## src/rtl/vga_stream_pkg.sv

```systemverilog
// vga_stream_pkg: shared state type, pixel field layout, colour-bar table and
// raster boundary helpers for vga_stream_gen. The colour-bar helpers serve the
// optional TEST_PATTERN_EN build.
package vga_stream_pkg;

    localparam int CH_W      = 8;
    localparam int N_CH      = 3;
    localparam int PIX_W     = CH_W * N_CH;
    localparam int N_BARS    = 8;
    localparam int BAR_IDX_W = $clog2(N_BARS);

    localparam logic [CH_W-1:0] CH_ON  = '1;
    localparam logic [CH_W-1:0] CH_OFF = '0;

    typedef enum logic {
        ST_IDLE = 1'b0,
        ST_RUN  = 1'b1
    } run_state_e;

    typedef struct packed {
        logic [CH_W-1:0] ch0;
        logic [CH_W-1:0] ch1;
        logic [CH_W-1:0] ch2;
    } pixel_t;

    // Total counts per axis: sync + back porch + active + front porch.
    function automatic int axis_total(input int sync_w, input int back_w,
                                      input int disp_w, input int front_w);
        return sync_w + back_w + disp_w + front_w;
    endfunction

    // First active position on an axis.
    function automatic int act_start(input int sync_w, input int back_w);
        return sync_w + back_w;
    endfunction

    // Counter width able to hold 0..total-1.
    function automatic int cnt_w(input int total);
        return (total > 1) ? $clog2(total) : 1;
    endfunction

    // Bar width in pixels; narrow displays still get 1-pixel bars.
    function automatic int bar_width(input int disp_w);
        return (disp_w >= N_BARS) ? disp_w / N_BARS : 1;
    endfunction

    // Bar number for an offset into the active line; the last bar absorbs
    // any remainder left by the integer division.
    function automatic logic [BAR_IDX_W-1:0] bar_index(input int offset, input int width);
        int idx;
        idx = offset / width;
        if (idx > N_BARS - 1) idx = N_BARS - 1;
        if (idx < 0)          idx = 0;
        return BAR_IDX_W'(idx);
    endfunction

    // Bars run white, yellow, cyan, green, magenta, red, blue, black:
    // ch0 is lit for bars 0,1,4,5, ch1 for bars 0..3, ch2 for even bars.
    function automatic pixel_t bar_colour(input logic [BAR_IDX_W-1:0] idx);
        pixel_t pix;
        pix.ch0 = idx[1] ? CH_OFF : CH_ON;
        pix.ch1 = idx[2] ? CH_OFF : CH_ON;
        pix.ch2 = idx[0] ? CH_OFF : CH_ON;
        return pix;
    endfunction

endpackage

```

## src/rtl/vga_timing_cnt.sv

```systemverilog
// vga_timing_cnt: horizontal/vertical raster counters, region decode and the
// IDLE/RUN run-state. All region outputs are gated by RUN so IDLE looks like
// reset downstream. With TEST_PATTERN_EN the horizontal count is exported for
// the colour-bar generator.
module vga_timing_cnt
    import vga_stream_pkg::*;
#(
    parameter  int H_DISP  = 400,
    parameter  int V_DISP  = 306,
    parameter  int H_SYNC  = 2,
    parameter  int H_BACK  = 2,
    parameter  int H_FRONT = 2,
    parameter  int V_SYNC  = 1,
    parameter  int V_BACK  = 1,
    parameter  int V_FRONT = 1,
    localparam int H_TOTAL = axis_total(H_SYNC, H_BACK, H_DISP, H_FRONT),
    localparam int H_CW    = cnt_w(H_TOTAL)
) (
    input  logic            clk,
    input  logic            rst,
    input  logic            i_en,
`ifdef TEST_PATTERN_EN
    output logic [H_CW-1:0] o_h_cnt,
`endif
    output logic            o_run,
    output logic            o_active,
    output logic            o_hsync_rgn,
    output logic            o_vsync_rgn,
    output logic            o_origin
);

    localparam int V_TOTAL = axis_total(V_SYNC, V_BACK, V_DISP, V_FRONT);
    localparam int V_CW    = cnt_w(V_TOTAL);
    localparam int H_ACT0  = act_start(H_SYNC, H_BACK);
    localparam int H_ACT1  = H_ACT0 + H_DISP;
    localparam int V_ACT0  = act_start(V_SYNC, V_BACK);
    localparam int V_ACT1  = V_ACT0 + V_DISP;

    run_state_e      r_state;
    run_state_e      w_state_nxt;
    logic [H_CW-1:0] r_h_cnt;
    logic [V_CW-1:0] r_v_cnt;
    logic            w_h_last;
    logic            w_v_last;
    logic            w_frame_end;
    logic            w_h_act;
    logic            w_v_act;

    // Comparisons are done in int so an end bound equal to the total cannot
    // wrap inside a narrow counter width.
    assign w_h_last    = (int'(r_h_cnt) == H_TOTAL - 1);
    assign w_v_last    = (int'(r_v_cnt) == V_TOTAL - 1);
    assign w_frame_end = w_h_last && w_v_last;
    assign w_h_act     = (int'(r_h_cnt) >= H_ACT0) && (int'(r_h_cnt) < H_ACT1);
    assign w_v_act     = (int'(r_v_cnt) >= V_ACT0) && (int'(r_v_cnt) < V_ACT1);

    // Run-state register.
    always_ff @(posedge clk or posedge rst) begin
        // NOTE: sequential state uses <= so every flop samples pre-edge values whatever the statement order.
        if (rst) r_state <= ST_IDLE;
        else     r_state <= w_state_nxt;
    end

    // Leave IDLE on en; return only at the end-of-frame wrap with en low.
    always_comb begin
        // NOTE: default assigned first so no path leaves w_state_nxt unassigned (no latch).
        w_state_nxt = r_state;
        unique case (r_state)
            ST_IDLE: if (i_en)                    w_state_nxt = ST_RUN;
            ST_RUN:  if (w_frame_end && !i_en)    w_state_nxt = ST_IDLE;
            default:                              w_state_nxt = ST_IDLE;
        endcase
    end

    // Raster counters advance only in RUN; they are already 0 whenever IDLE is entered.
    always_ff @(posedge clk or posedge rst) begin
        if (rst) begin
            r_h_cnt <= '0;
            r_v_cnt <= '0;
        end else if (r_state == ST_RUN) begin
            if (w_h_last) begin
                r_h_cnt <= '0;
                r_v_cnt <= w_v_last ? '0 : r_v_cnt + V_CW'(1);
            end else begin
                r_h_cnt <= r_h_cnt + H_CW'(1);
            end
        end
    end

`ifdef TEST_PATTERN_EN
    assign o_h_cnt     = r_h_cnt;
`endif
    assign o_run       = (r_state == ST_RUN);
    assign o_active    = o_run && w_h_act && w_v_act;
    assign o_hsync_rgn = o_run && (int'(r_h_cnt) < H_SYNC);
    assign o_vsync_rgn = o_run && (int'(r_v_cnt) < V_SYNC);
    assign o_origin    = o_run && (r_h_cnt == '0) && (r_v_cnt == '0);

endmodule

```

## src/rtl/vga_stream_gen.sv

```systemverilog
// vga_stream_gen: VGA-style stream source. Timing comes from vga_timing_cnt;
// this level does the upstream valid/ready handshake, the registered stream
// outputs and the sticky underflow flag. Defining TEST_PATTERN_EN adds a
// test_mode input that replaces the upstream pixels with 8 colour bars.
module vga_stream_gen
    import vga_stream_pkg::*;
#(
    parameter int H_DISP   = 400,
    parameter int V_DISP   = 306,
    parameter int H_SYNC   = 2,
    parameter int H_BACK   = 2,
    parameter int H_FRONT  = 2,
    parameter int V_SYNC   = 1,
    parameter int V_BACK   = 1,
    parameter int V_FRONT  = 1,
    parameter int DATA_W   = PIX_W,
    parameter bit SYNC_POL = 1'b0
) (
    input  logic              clk,
    input  logic              rst,
    input  logic              en,
`ifdef TEST_PATTERN_EN
    input  logic              test_mode,
`endif
    input  logic [DATA_W-1:0] src_data,
    input  logic              src_valid,
    output logic              src_ready,
    output logic              VGA_hsync,
    output logic              VGA_vsync,
    output logic              VGA_de,
    output logic [DATA_W-1:0] VGA_data,
    output logic              frame_start,
    output logic              underflow
);

    logic              w_active;
    logic              w_hsync_rgn;
    logic              w_vsync_rgn;
    logic              w_origin;
    logic              w_run;
    logic              w_pattern;
    logic              w_ready;
    logic              w_xfer;
    logic              w_underrun;
    logic [DATA_W-1:0] w_bar_data;
    logic [DATA_W-1:0] w_data_nxt;

    logic              r_hsync;
    logic              r_vsync;
    logic              r_de;
    logic [DATA_W-1:0] r_data;
    logic              r_frame_start;
    logic              r_underflow;

`ifdef TEST_PATTERN_EN
    localparam int H_TOTAL = axis_total(H_SYNC, H_BACK, H_DISP, H_FRONT);
    localparam int H_CW    = cnt_w(H_TOTAL);
    localparam int H_ACT0  = act_start(H_SYNC, H_BACK);
    localparam int BAR_W   = bar_width(H_DISP);

    logic [H_CW-1:0]      w_h_cnt;
    logic [BAR_IDX_W-1:0] w_bar_idx;
    pixel_t               w_bar_pix;

    assign w_pattern  = test_mode;
    assign w_bar_idx  = bar_index(int'(w_h_cnt) - H_ACT0, BAR_W);
    assign w_bar_pix  = bar_colour(w_bar_idx);
    assign w_bar_data = DATA_W'(w_bar_pix);
`else
    assign w_pattern  = 1'b0;
    assign w_bar_data = '0;
`endif

    vga_timing_cnt #(
        .H_DISP  (H_DISP),
        .V_DISP  (V_DISP),
        .H_SYNC  (H_SYNC),
        .H_BACK  (H_BACK),
        .H_FRONT (H_FRONT),
        .V_SYNC  (V_SYNC),
        .V_BACK  (V_BACK),
        .V_FRONT (V_FRONT)
    ) u_timing (
        .clk         (clk),
        .rst         (rst),
        .i_en        (en),
`ifdef TEST_PATTERN_EN
        .o_h_cnt     (w_h_cnt),
`endif
        .o_run       (w_run),
        .o_active    (w_active),
        .o_hsync_rgn (w_hsync_rgn),
        .o_vsync_rgn (w_vsync_rgn),
        .o_origin    (w_origin)
    );

    // Upstream is only asked for pixels during active video, never while the
    // bar pattern is on screen, so underflow cannot occur in pattern mode.
    assign w_ready    = w_active && !w_pattern;
    assign w_xfer     = w_ready && src_valid;
    assign w_underrun = w_ready && !src_valid;

    // Pixel selected for the next output cycle; blank unless something is shown.
    always_comb begin
        w_data_nxt = '0;
        if (w_active && w_pattern) w_data_nxt = w_bar_data;
        else if (w_xfer)           w_data_nxt = src_data;
    end

    // Stream outputs, registered one clock behind the counters.
    always_ff @(posedge clk or posedge rst) begin
        if (rst) begin
            r_hsync       <= ~SYNC_POL;
            r_vsync       <= ~SYNC_POL;
            r_de          <= 1'b0;
            r_data        <= '0;
            r_frame_start <= 1'b0;
        end else begin
            r_hsync       <= w_hsync_rgn ? SYNC_POL : ~SYNC_POL;
            r_vsync       <= w_vsync_rgn ? SYNC_POL : ~SYNC_POL;
            r_de          <= w_active;
            r_data        <= w_data_nxt;
            r_frame_start <= w_origin;
        end
    end

    // Sticky underflow: cleared in step with frame_start (origin is never active).
    always_ff @(posedge clk or posedge rst) begin
        if (rst)             r_underflow <= 1'b0;
        else if (w_origin)   r_underflow <= 1'b0;
        else if (w_underrun) r_underflow <= 1'b1;
    end

    assign src_ready   = w_ready;
    assign VGA_hsync   = r_hsync;
    assign VGA_vsync   = r_vsync;
    assign VGA_de      = r_de;
    assign VGA_data    = r_data;
    assign frame_start = r_frame_start;
    assign underflow   = r_underflow;

endmodule

```

## config.mk

```make
export PLATFORM = sky130hd
export DESIGN_NAME = vga_stream_gen
export DESIGN_NICKNAME = d
export VERILOG_FILES = /design/src/rtl/vga_stream_pkg.sv /design/src/rtl/vga_timing_cnt.sv /design/src/rtl/vga_stream_gen.sv
export SDC_FILE = /design/constraint.sdc
export NUM_CORES = 1
export LEC_CHECK = 0
export CAP_MARGIN = 40
export CORE_MARGIN = 1
export CORE_UTILIZATION = 45
export CTS_CLUSTER_SIZE = 20
export DETAILED_ROUTE_END_ITERATION = 7
export PLACE_DENSITY = 0.74
export SYNTH_ARGS = -nofsm -noshare
export SYNTH_HDL_FRONTEND = slang
export SYNTH_SLANG_ARGS = --single-unit
```

## constraint.sdc

```tcl
create_clock -name clk -period 3.1 [get_ports clk]
set_clock_uncertainty 0.1 [all_clocks]
set_input_delay 0.93 -clock clk [delete_from_list [all_inputs] [get_ports clk]]
set_output_delay 0.93 -clock clk [all_outputs]
set_load 0.03 [all_outputs]
```

==> out/qor.txt <==
Post-CTS Hold Buffers = 0
Post-synth EDFFs = 0
via count = 1692
WS Path Type = flop to output pin
CTS Buffer Depth = 2
GRT Residual Overflow = 0
Detail Route Antenna Nets = 0
Worst-Skew Late Latency = 0.30 ns
largest net degree at the start of global routing = 29
worst-margin pin slew = 0.5501 ns
site row count = 25
WP buf/inv = 2
ys async rst share = 1.000
RSZ-0062 raised after global routing = false
clk root buf = clkbuf_8
Ys Warns = 0
die area = 5306 µm²
Worst Hold Class = flop to flop
Lkg Pwr = 1.378 nW
Initial Util = 0.4719
crit-path max FO = 7
vias in the first global route = 1526
relative slew slack = 0.6299
DRC = 0
Peak VDD IR = 0.3199 mV
fill count = 391
Detailed Route Iter0 Violations = 67
max_cap viols = 0
Post-CTS Setup Inserts = 0
Post-layout nets = 303
Multi-input gate area = 877.1 µm²
Tcrit/Tclk final = 0.9633
Inserted Clock Buffers = 5
die width = 72.84 µm
Primary FF master, synth = dfrtp_1
TritonCTS clock tree = done
Final Hold Fails = 0
critical path cell sequence = or3_4 -> or4_4 -> nand4_4 -> inv_2 -> buf_4
synthesis-to-layout area growth = 32.08%
CP max stage delay = 0.50 ns
Sink Count = 48
crit path DAT = 1.96 ns
vias per cell = 5.006
register area share after synthesis = 0.5330
PostCTS Resize Cnt = 0
Critical Path RT = 2.07 ns
Synth cell types = 45
final core occ = 0.6233
antenna cell count = 0
GPL Wtd Cong = 0.8943
synthesized flop and latch total = 48
FF+latch area = 1204 µm²
Worst-path clk slew = 0.08 ns
Synth Area per Inst = 10.86 µm²
routed wire length = 4399 µm
hpwl dp = 3228 µm
Tot GR Track Use = 0.1779
Period minus WS final = 2.986 ns
H-tree depth = 2
total iterations of the first detailed-routing run = 4
Syn Nets = 241
crit-path leading delay family = simple AND/OR/NAND/NOR gates
endpoints failing setup = 0
IO Port Bufs = 57
Slowest-stage cell, CP = or4_4
I/O pins = 58
core area = 4786 µm²
final setup TNS = 0 ns
average routed wire per standard cell = 13.01 µm
first-pass GRT wire length = 7044 µm
Slew Limit Fails = 0
Power Dens Cells = 351.6 nW/µm²
Critical Path Sink Type = output pin
Fmax = 0.3349 GHz
layout cell share with drive strength beyond 1 = 0.1661
initial antenna violation count = 0
Startpoint Class = flop
Die Y = 72.84 µm
status = completed
Syn Inst Count = 208
Synth Cell Area = 2258 µm²
layout by cell type (no fill, tap or decap), drive strengths merged, types with 2 or more instances in the layout:
cell / instances
or4b: 3
clkdlybuf4s50: 56
nor3: 26
xor2: 5
mux2: 2
inv: 34
ha: 5
xnor2: 4
and3: 2
nand4: 6
dfrtp: 46
nand3: 6
clkbuf: 6
or4: 2
nor2: 10
o21ai: 7
nand2: 13
a21oi: 3
buf: 6
or3: 5
o31ai: 2
nor4: 5
dfstp: 2
tightest hold or removal path: stages (launching register included):
cell	delay (ns)
dfrtp_1	0.36
o31ai_1	0.07
o21ai_1	0.06
logic make-up (layout without fill, tap and decap cells):
| kind of cell | count (synthesis) | after routing | share of synthesized area |
|---|---|---|---|
| fa+ha+maj | 5 | 5 | 0.02770 |
| flops | 48 | 48 | 0.5330 |
| simple gates | 84 | 84 | 0.2632 |
| buf+inv | 41 | 104 | 0.07867 |
| compound gates | 19 | 19 | 0.05263 |
| mux | 2 | 2 | 0.009972 |
| xor+xnor | 9 | 9 | 0.03490 |
where the power goes:
group	total [W]	switching [W]	internal, W
Clock	0.000359	0.000201	0.000158
Combinational	0.0000639	0.0000291	0.0000347
Sequential	0.000626	0	0.000626
sequential cells by signal, indices dropped and copies added (netlist names):
register,cells
VGA_data,24
VGA_de,1
VGA_hsync,1
VGA_vsync,1
frame_start,1
u_timing.o_run,1
u_timing.r_h_cnt,9
u_timing.r_v_cnt,9
underflow,1
stage by stage:
stage	std cells	hold WS (ns)	power, W	setup WS (ns)	cell area, µm²
floorplan	208	0.3893	0.0006617	0.3890	2258
global placement	330	0.3995	0.0007026	0.4494	2898
detailed placement	330	0.4220	0.0007034	0.4409	2898
CTS	338	0.4354	0.001063	0.1018	2983
global route	338	0.4634	0.001092	0.07042	2983
finish	338	0.4244	0.001049	0.1136	2983
final timing paths:
kind,startpoint,endpoint,slack (ns),cells past startpoint
max,u_timing.r_v_cnt[3],src_ready,0.11,5
min,underflow,underflow,0.42,2
max reg2reg,u_timing.r_v_cnt[3],VGA_data[0],0.95,5
min reg2reg,underflow,underflow,0.42,2
max in group asynchronous,rst,VGA_data[13],1.41,3
min in group asynchronous,rst,VGA_data[20],0.90,2
layout make-up:
| class | instances | share of cell area |
|---|---|---|
| clock buffers | 6 | 0.02433 |
| repair buffers | 62 | 0.2030 |
| clock inverters | 2 | 0.004195 |
| inverters | 34 | 0.04279 |
| flip-flops and latches | 48 | 0.4035 |
| well taps | 67 | 0.02810 |
| multi-input cells | 119 | 0.2940 |
Yosys cell counts, drive strengths merged, types with 2 or more instances:
master | number | area share
dfrtp | 46 | 0.51
xor2 | 5 | 0.019
and3 | 2 | 0.0055
or4b | 3 | 0.013
xnor2 | 4 | 0.016
a21oi | 3 | 0.0066
ha | 5 | 0.028
nand4 | 6 | 0.026
o31ai | 2 | 0.0066
nor4 | 5 | 0.017
clkbuf | 3 | 0.0050
dfstp | 2 | 0.023
nor3 | 26 | 0.10
inv | 34 | 0.057
mux2 | 2 | 0.010
buf | 4 | 0.017
nand3 | 6 | 0.013
nand2 | 13 | 0.022
nor2 | 10 | 0.017
or3 | 5 | 0.016
or4 | 2 | 0.0083
o21ai | 7 | 0.016
layer usage:
layer / routed length, µm / global-route usage / up-vias
met4: 66 / 0.06536 / 0
met2: 2234 / 0.2845 / 48
met3: 199 / 0.05110 / 6
met1: 1899 / 0.2306 / 816
met5: 0 / 0 / -
li1: - / - / 822
Power figures use the tool's default switching activity.
